File: src/rtl/dbg_disp_pkg.sv
// Shared constants and types for the debug seven-segment display scanner.
package dbg_disp_pkg;

  localparam logic [6:0] SEG_BLANK = 7'b1111111;
  localparam logic [3:0] AN_OFF    = 4'b1111;

  typedef logic [1:0] digit_idx_t;

  // Active-low {g,f,e,d,c,b,a} codes, index 15 (F) on the left down to 0 on the right.
  localparam logic [15:0][6:0] HEX_SEG = {
    7'b0001110, 7'b0000110, 7'b0100001, 7'b1000110,
    7'b0000011, 7'b0001000, 7'b0010000, 7'b0000000,
    7'b1111000, 7'b0000010, 7'b0010010, 7'b0011001,
    7'b0110000, 7'b0100100, 7'b1111001, 7'b1000000
  };

endpackage

File: src/rtl/hex_to_seg7.sv
// Combinational hex nibble to active-low seven-segment code.
module hex_to_seg7
  import dbg_disp_pkg::*;
(
  input  logic [3:0] i_hex,
  output logic [6:0] o_seg_c
);

  assign o_seg_c = HEX_SEG[i_hex];

endmodule

File: src/rtl/debug_display_scanner.sv
// Scans four 16-bit debug words as hex onto a 4-digit common-anode display,
// with manual/auto word selection, anti-ghost blanking and per-scan snapshots.
module debug_display_scanner
  import dbg_disp_pkg::*;
#(
  parameter int unsigned SCAN_DIV     = 100000,
  parameter int unsigned BLANK_CYCLES = 16,
  parameter int unsigned ROTATE_SCANS = 1000
) (
  input  logic        CLK,
  input  logic        Reset,
  input  logic [15:0] word0,
  input  logic [15:0] word1,
  input  logic [15:0] word2,
  input  logic [15:0] word3,
  input  logic        auto_mode,
  input  logic [1:0]  sel,
  input  logic        freeze,
  output logic [3:0]  an,
  output logic [6:0]  seg,
  output logic        dp,
  output logic [1:0]  cur_word
);

  localparam int unsigned DIV_W = $clog2(SCAN_DIV);
  localparam int unsigned ROT_W = $clog2(ROTATE_SCANS) + 1;

  localparam logic [DIV_W-1:0] DIV_LAST  = DIV_W'(SCAN_DIV - 1);
  localparam logic [DIV_W-1:0] BLANK_END = DIV_W'(BLANK_CYCLES);
  localparam logic [ROT_W-1:0] ROT_LAST  = ROT_W'(ROTATE_SCANS - 1);

  logic [DIV_W-1:0] r_div_cnt, w_div_nxt;
  digit_idx_t       r_digit, w_digit_nxt;
  digit_idx_t       r_word_idx, w_idx_nxt;
  logic [ROT_W-1:0] r_rot_cnt, w_rot_nxt;
  logic             r_auto, w_auto_nxt;
  logic [15:0]      r_snapshot, w_snap_nxt;

  logic             w_tick;
  logic             w_scan_end;
  logic [3:0]       w_nibble;
  logic [6:0]       w_seg_c;
  logic [3:0]       w_an_nxt;
  logic             w_dp_nxt;

  assign w_tick     = (r_div_cnt == DIV_LAST);
  assign w_scan_end = w_tick && (r_digit == 2'd3);

  // Next-state: divider, digit, word scheduling and snapshot.
  always_comb begin
    w_div_nxt   = w_tick ? '0 : r_div_cnt + DIV_W'(1);
    w_digit_nxt = w_tick ? r_digit + 2'd1 : r_digit;
    w_idx_nxt   = r_word_idx;
    w_rot_nxt   = r_rot_cnt;
    w_auto_nxt  = r_auto;
    w_snap_nxt  = r_snapshot;

    if (w_scan_end) begin
      w_auto_nxt = auto_mode;
      if (!auto_mode) begin
        w_idx_nxt = sel;
      end else if (!r_auto) begin
        // Entering auto: restart the dwell count on the word already shown.
        w_rot_nxt = '0;
      end else if (r_rot_cnt == ROT_LAST) begin
        w_rot_nxt = '0;
        w_idx_nxt = r_word_idx + 2'd1;
      end else begin
        w_rot_nxt = r_rot_cnt + ROT_W'(1);
      end

      if (!freeze) begin
        case (w_idx_nxt)
          2'd0:    w_snap_nxt = word0;
          2'd1:    w_snap_nxt = word1;
          2'd2:    w_snap_nxt = word2;
          default: w_snap_nxt = word3;
        endcase
      end
    end
  end

  assign w_nibble = r_snapshot[{r_digit, 2'b00} +: 4];

  hex_to_seg7 u_hex_to_seg7 (
    .i_hex   (w_nibble),
    .o_seg_c (w_seg_c)
  );

  // Display drive derived from the current scan state.
  always_comb begin
    w_an_nxt = AN_OFF;
    w_dp_nxt = 1'b1;
    if (r_div_cnt >= BLANK_END) begin
      w_an_nxt = ~(4'b0001 << r_digit);
    end
    if (r_digit == r_word_idx) begin
      w_dp_nxt = 1'b0;
    end
  end

  always_ff @(posedge CLK) begin
    if (!Reset) begin
      r_div_cnt  <= '0;
      r_digit    <= '0;
      r_word_idx <= '0;
      r_rot_cnt  <= '0;
      r_auto     <= 1'b0;
      r_snapshot <= 16'h0000;
      an         <= AN_OFF;
      seg        <= SEG_BLANK;
      dp         <= 1'b1;
      cur_word   <= 2'd0;
    end else begin
      r_div_cnt  <= w_div_nxt;
      r_digit    <= w_digit_nxt;
      r_word_idx <= w_idx_nxt;
      r_rot_cnt  <= w_rot_nxt;
      r_auto     <= w_auto_nxt;
      r_snapshot <= w_snap_nxt;
      an         <= w_an_nxt;
      seg        <= w_seg_c;
      dp         <= w_dp_nxt;
      cur_word   <= r_word_idx;
    end
  end

endmodule

File: config.mk
export PLATFORM = sky130hd
export DESIGN_NAME = debug_display_scanner
export DESIGN_NICKNAME = d
export VERILOG_FILES = /design/src/rtl/dbg_disp_pkg.sv /design/src/rtl/hex_to_seg7.sv /design/src/rtl/debug_display_scanner.sv
export SDC_FILE = /design/constraint.sdc
export NUM_CORES = 1
export LEC_CHECK = 0
export CAP_MARGIN = 10
export CORE_ASPECT_RATIO = 2
export CORE_MARGIN = 5
export CORE_UTILIZATION = 65
export DETAILED_ROUTE_END_ITERATION = 12
export DONT_BUFFER_PORTS = 1
export GPL_TIMING_DRIVEN = 0
export PLACE_DENSITY_LB_ADDON = 0.1
export SLEW_MARGIN = 20
export SYNTH_ARGS = -nofsm -noshare
export SYNTH_HDL_FRONTEND = slang
export SYNTH_SLANG_ARGS = --single-unit
File: constraint.sdc
create_clock -name CLK -period 4.6 [get_ports CLK]
set_input_delay 0.23 -clock CLK [delete_from_list [all_inputs] [get_ports CLK]]
set_output_delay 0.23 -clock CLK [all_outputs]
set_load 0.02 [all_outputs]
Word level (Yosys, flattened, before mapping). Memory sizes are Yosys's and may differ from the RTL's. A register that Yosys moved wholly into a read port is not among the register bits. Index checks and enable logic that the tools add are counted.

ROM bits: 112. Memories: 1. Output and inout bits: 14. Word-level logic and storage cells: 41. Bits of input ports: 70. Bits in registers: 56.

Add/sub/neg operators: 4. Bitwise gates (word level): 3. Equal/unequal tests: 6. Reduce and logical (&&, ||, !) cells: 7. $lt $le $gt $ge: 1. Muxes and demuxes: 8. Shift operators: 2.

Memories: (name not given) (words 16, width 7, read ports 1, clocked after memory_dff 1, write ports 0, RTL line hex_to_seg7.sv:9) `assign o_seg_c = HEX_SEG[i_hex];`.

Operators with widths (count): 16-bit one-hot mux with 3 select lines (1); 11-bit two-way mux (2); 17-bit by 1-bit adder with 17-bit output (second input constant) (1); 17-bit == test (second input constant) (1); 17-bit by 5-bit greater-or-equal comparator with 1-bit output (second input constant) (1); 16-bit by 5-bit variable part select with 4-bit output (1); 11-bit by 1-bit adder with 11-bit output (second input constant) (1); 11-bit by 10-bit == test with 1-bit output (second input constant) (1); 2-bit two-way mux (4); 2-bit AND reduction (3); 2-bit by 1-bit adder with 2-bit output (second input constant) (2); 2-bit == test (second input constant) (2); 4-bit inverter (1); 1-bit by 2-bit << shifter with 4-bit output (first input constant) (1); 2-bit by 1-bit == test with 1-bit output (second input constant) (1); 2-bit == test (1); 2-bit logical NOT (1); 1-bit inverter (2); 2-bit OR reduction (1); 1-bit logical AND (1); 1-bit logical NOT (1); 1-bit two-way mux (1).

Depth between registers and ports, before layout.
Depth in word-level cells: 7. Gate-level depth with buffers: 9. Depth with buffers taken out: 7.

By module. A second synthesis with hierarchy kept.

Cells, all modules: 417. Area, all modules: 3704.8 um^2.

Modules (own cells, without submodules): debug_display_scanner (seq. area each 1261.2 um^2, instances 1, area an instance 3457.1 um^2, cells an instance 382); hex_to_seg7 (seq. area each 0.0 um^2, instances 1, area an instance 247.7 um^2, cells an instance 35).

Worst setup path before layout. Ideal clock, no wire load.

Kind: register -> register. Start: register r_rot_cnt[3]. End: register r_snapshot[11]. Setup time: 0.092 ns. Clock period less this slack: 2.542 ns. Arrival: 2.450 ns. Cell stages (with the launch flop): 9. Required time: 4.508 ns. Path slack: 2.058 ns. Buffers on the path: 2. Cells stage by stage: dfxtp_1 -> or4b_1 -> buf_2 -> or4_4 -> and3_1 -> buf_6 -> a211oi_4 -> a222oi_1 -> o32ai_1.

Word-level cells in the longest chain between the ends: 7. Elaborated cells between the ends (all ways): 9. Classes of those cells: eq/ne (3); mux (5); reduce/logical (1).

RTL lines: start: declaration (RTL line debug_display_scanner.sv:35) `logic [ROT_W-1:0] r_rot_cnt, w_rot_nxt;`; start signal: assignment (RTL line debug_display_scanner.sv:118) `r_rot_cnt <= w_rot_nxt;`; 11-bit by 10-bit == test with 1-bit output (*) (RTL line debug_display_scanner.sv:65) `end else if (r_rot_cnt == ROT_LAST) begin`; 2-bit two-way mux (*) (RTL line debug_display_scanner.sv:65); 2-bit two-way mux (*) (RTL line debug_display_scanner.sv:62) `end else if (!r_auto) begin`; 2-bit two-way mux (*) (RTL line debug_display_scanner.sv:60) `if (!auto_mode) begin`; 2-bit two-way mux (*) (RTL line debug_display_scanner.sv:58) `if (w_scan_end) begin`; 2-bit == test (tied with other cells) (RTL line debug_display_scanner.sv:73) `case (w_idx_nxt)`; 16-bit one-hot mux with 3 select lines (*) (RTL line debug_display_scanner.sv:73); end signal: assignment (RTL line debug_display_scanner.sv:120) `r_snapshot <= w_snap_nxt;`; end: declaration (RTL line debug_display_scanner.sv:37) `logic [15:0] r_snapshot, w_snap_nxt;`.

Every way passes the cells marked *; elsewhere a longest branch is shown, timed or not. The select of a mux whose other input is x is not followed. A chain may end at the register's enable or synchronous reset.

Worst setup path after layout.
Start: register r_rot_cnt[0]. End: register r_snapshot[5].

Same word-level chain as after synthesis.

==> reports/qor.yml <==
die:
  fp-row-count: 36
  die_w_um: 60.4
  design.die.area_um2: 6700
  start_util_pct: 67.4
  io_pins: 84
  die_y_um: 111
  core_um2: 4910
clocking:
  insertion_delay_ps: 350
  root_buffer: "clkbuf_8"
  postCtsHoldBufs: 0
  post_cts_buffers: 0
  cts.path.max_buffers: 2
  cts_resized: 0
  cts_tree: "done"
  cts_buffers: 9
  htree_levels: 3
  path_clk_slew_ps: 80
  cts_sinks: 63
sta:
  tightest_slew_ps: 832
  finClkSkew_ps: 13.9
  fin_tns_setup_ps: 0
  setup_viol: 0
  fmax_ghz: 0.337
  fin_crit_sh_pct: 64.5
  finalHoldViolations: 0
  slew_headroom_pct: 44.0
  maxSlewViolCount: 0
  min_period_ps: 2970
  rsz0062_at_grt: "no"
synthesis:
  synth-seq-cells: 63
  synthFlopType: "dfxtp_1"
  syn_nets: 463
  synth_area_um2: 3310
  synth-seq-area-share_pct: 38.1
  syn_inst: 380
  synth_area_leaders: "dfxtp_1 38%, nand2_1 5.4%, ha_1 4.9%, nor2_1 4.7%, o221ai_1 3.7%"
  yosysTopAreaCell: "dfxtp_1"
  yosysWarnings: 0
  synth_cell_types: 48
  async_flop_share_pct: 0
  avgSynthCellArea_um2: 8.70
  synth-edff-count: 0
  yosysTopAreaCellShare_pct: 38.1
drt:
  wl_per_cell_um: 18.4
  drt-total-wl_um: 8320
  drc_errors: 0
  first_pass_iters: 5
  drtAntennaViolNets: 0
  viasPerCell: 6.65
  drt-initial-drc-count: 170
  vias: 3011
cells_and_area:
  layout-drive-gt1-share_pct: 8.33
  area_growth_pct: 8.36
  mostFrequentLayoutCell: "dfxtp_1"
  antennaDiodeCount: 0
  fillerInstances: 402
  layout.nets: 474
  area.sequential_um2: 1260
  final_cell_mix: "63 x dfxtp_1, 48 x nand2_1, 41 x nor2_1, 18 x clkbuf_1, 16 x a21oi_1"
  multi_input_area_um2: 1900
  fin_area_um2: 3580
min_path:
  worstHoldPathType: "primary input to register"
flow_run:
  cap_violations: 0
power:
  ir_worst_vdd_mv: 0.326
  p_leak_nw: 1.24
  powerDensity_nw_per_um2: 306
global_routing:
  grt_pass1_vias: 2857
  grt.total_usage_pct: 25.4
  grt_pass1_wl_um: 13000
  overflow: 0
  grt_max_degree: 14
  antenna_found_initial: 0
worst_setup_path:
  critPathMaxStageDelay_ps: 590
  cp.required_ps: 4880
  crit_buf_inv: 1
  crit_slowest_cell: "mux2i_1"
  startpoint_type: "register"
  cp_data_arrival_time_ps: 3240
  path_class: "register to register"
  cpLargestDelayFamily: "simple AND/OR/NAND/NOR gates"
  endpoint_kind: "register"
  critPathMaxFanout: 10
  path_cells: "ha_1 -> nand4_1 -> or2_2 -> nor3_1 -> mux2i_1 -> clkbuf_1 -> a221oi_1 -> a21oi_1"
placed_design:
  dpl_cell_area_um2: 3380
  io_buffers: 0
  place_congestion: 0.868
  dp.final_hpwl_um: 6360
status:
  outcome: "finished, final reports clean"
## synth_stat cells, types with 2 or more instances
| cell type | n |
|---|---|
| o32ai_1 | 4 |
| xor2_1 | 14 |
| a211oi_1 | 2 |
| or3_1 | 5 |
| a41oi_1 | 2 |
| a211o_1 | 8 |
| a222oi_1 | 4 |
| nand2b_1 | 2 |
| nor4_1 | 5 |
| and3_1 | 7 |
| nand4_1 | 6 |
| o221ai_1 | 14 |
| xnor2_1 | 10 |
| dfxtp_1 | 63 |
| nor2_1 | 41 |
| a31oi_1 | 5 |
| o21ai_0 | 9 |
| nor3_1 | 5 |
| ha_1 | 13 |
| nor2b_1 | 4 |
| clkbuf_1 | 18 |
| buf_2 | 3 |
| o311ai_0 | 2 |
| nand3_1 | 13 |
| a221oi_1 | 9 |
| mux4_2 | 4 |
| and2_1 | 2 |
| o211ai_1 | 4 |
| mux2_2 | 3 |
| nand2_1 | 48 |
| inv_1 | 12 |
| a21oi_1 | 16 |
| buf_6 | 2 |
| a22oi_1 | 4 |
| mux2i_1 | 4 |
## logic make-up (layout without fill, tap and decap cells)
group                    count (synthesis)  after routing  synth area share (%)
XOR/XNOR                                24             24                  6.36
adder cells (fa/ha/maj)                 13             13                  4.92
multiplexers                            11             11                  4.96
flip-flops                              63             63                  38.1
buffers and inverters                   35             51                  4.54
AND/OR/NAND/NOR                        145            145                  20.6
AO/OA/AOI/OAI                           89             89                  20.5
## flip-flops by register name (all words and copies together), names as in the netlist
register    flops
r_div_cnt      17
r_snapshot     16
r_rot_cnt      11
seg             7
an              4
cur_word        2
r_digit         2
r_word_idx      2
dp              1
r_auto          1
## final timing paths
check,cells past startpoint,startpoint,end,slack (ps)
worst max-delay path,8,r_rot_cnt[0],r_snapshot[5],1630
worst min-delay path,2,word1[6],r_snapshot[6],20
worst max register to register,8,r_rot_cnt[0],r_snapshot[5],1630
worst min register to register,1,r_div_cnt[0],r_div_cnt[0],470
## through the flow
stage                     instances  utilization [%]  setup slack [ps]  hold WS, ps  total power [mW]
after floorplan                 380                -              2060          366             0.609
after global placement          437             68.8              1710          379             0.620
after detailed placement        437             68.8              1710          380             0.622
after CTS                       453             73.0              1660         3.75              1.11
after global routing            453             73.0              1430         10.9              1.13
final                           453             73.0              1630         17.3              1.10
## area by class of cell
cell class	count	share of cell area, %
Sequential cell	63	35.2
Multi-Input combinational cell	282	52.9
Inverter	12	1.26
Clock buffer	9	3.46
Tap cell	57	1.99
Clock inverter	7	2.27
Buffer	23	2.93
## power breakdown
group / internal (mW) / total, mW / switching (mW)
Sequential: 0.551 / 0.559 / 0.00784
Clock: 0.256 / 0.487 / 0.231
Combinational: 0.0185 / 0.0508 / 0.0323
## metal layers
layer  GRT usage, %  vias to the layer above  share of wire, %
li1               -                     1424                 -
met1           25.5                     1433                36
met2           45.5                      122                53
met3           5.13                       32               6.3
met4           14.5                        0               4.6
met5              0                        -                 0
(Power assumes the default switching activity.)
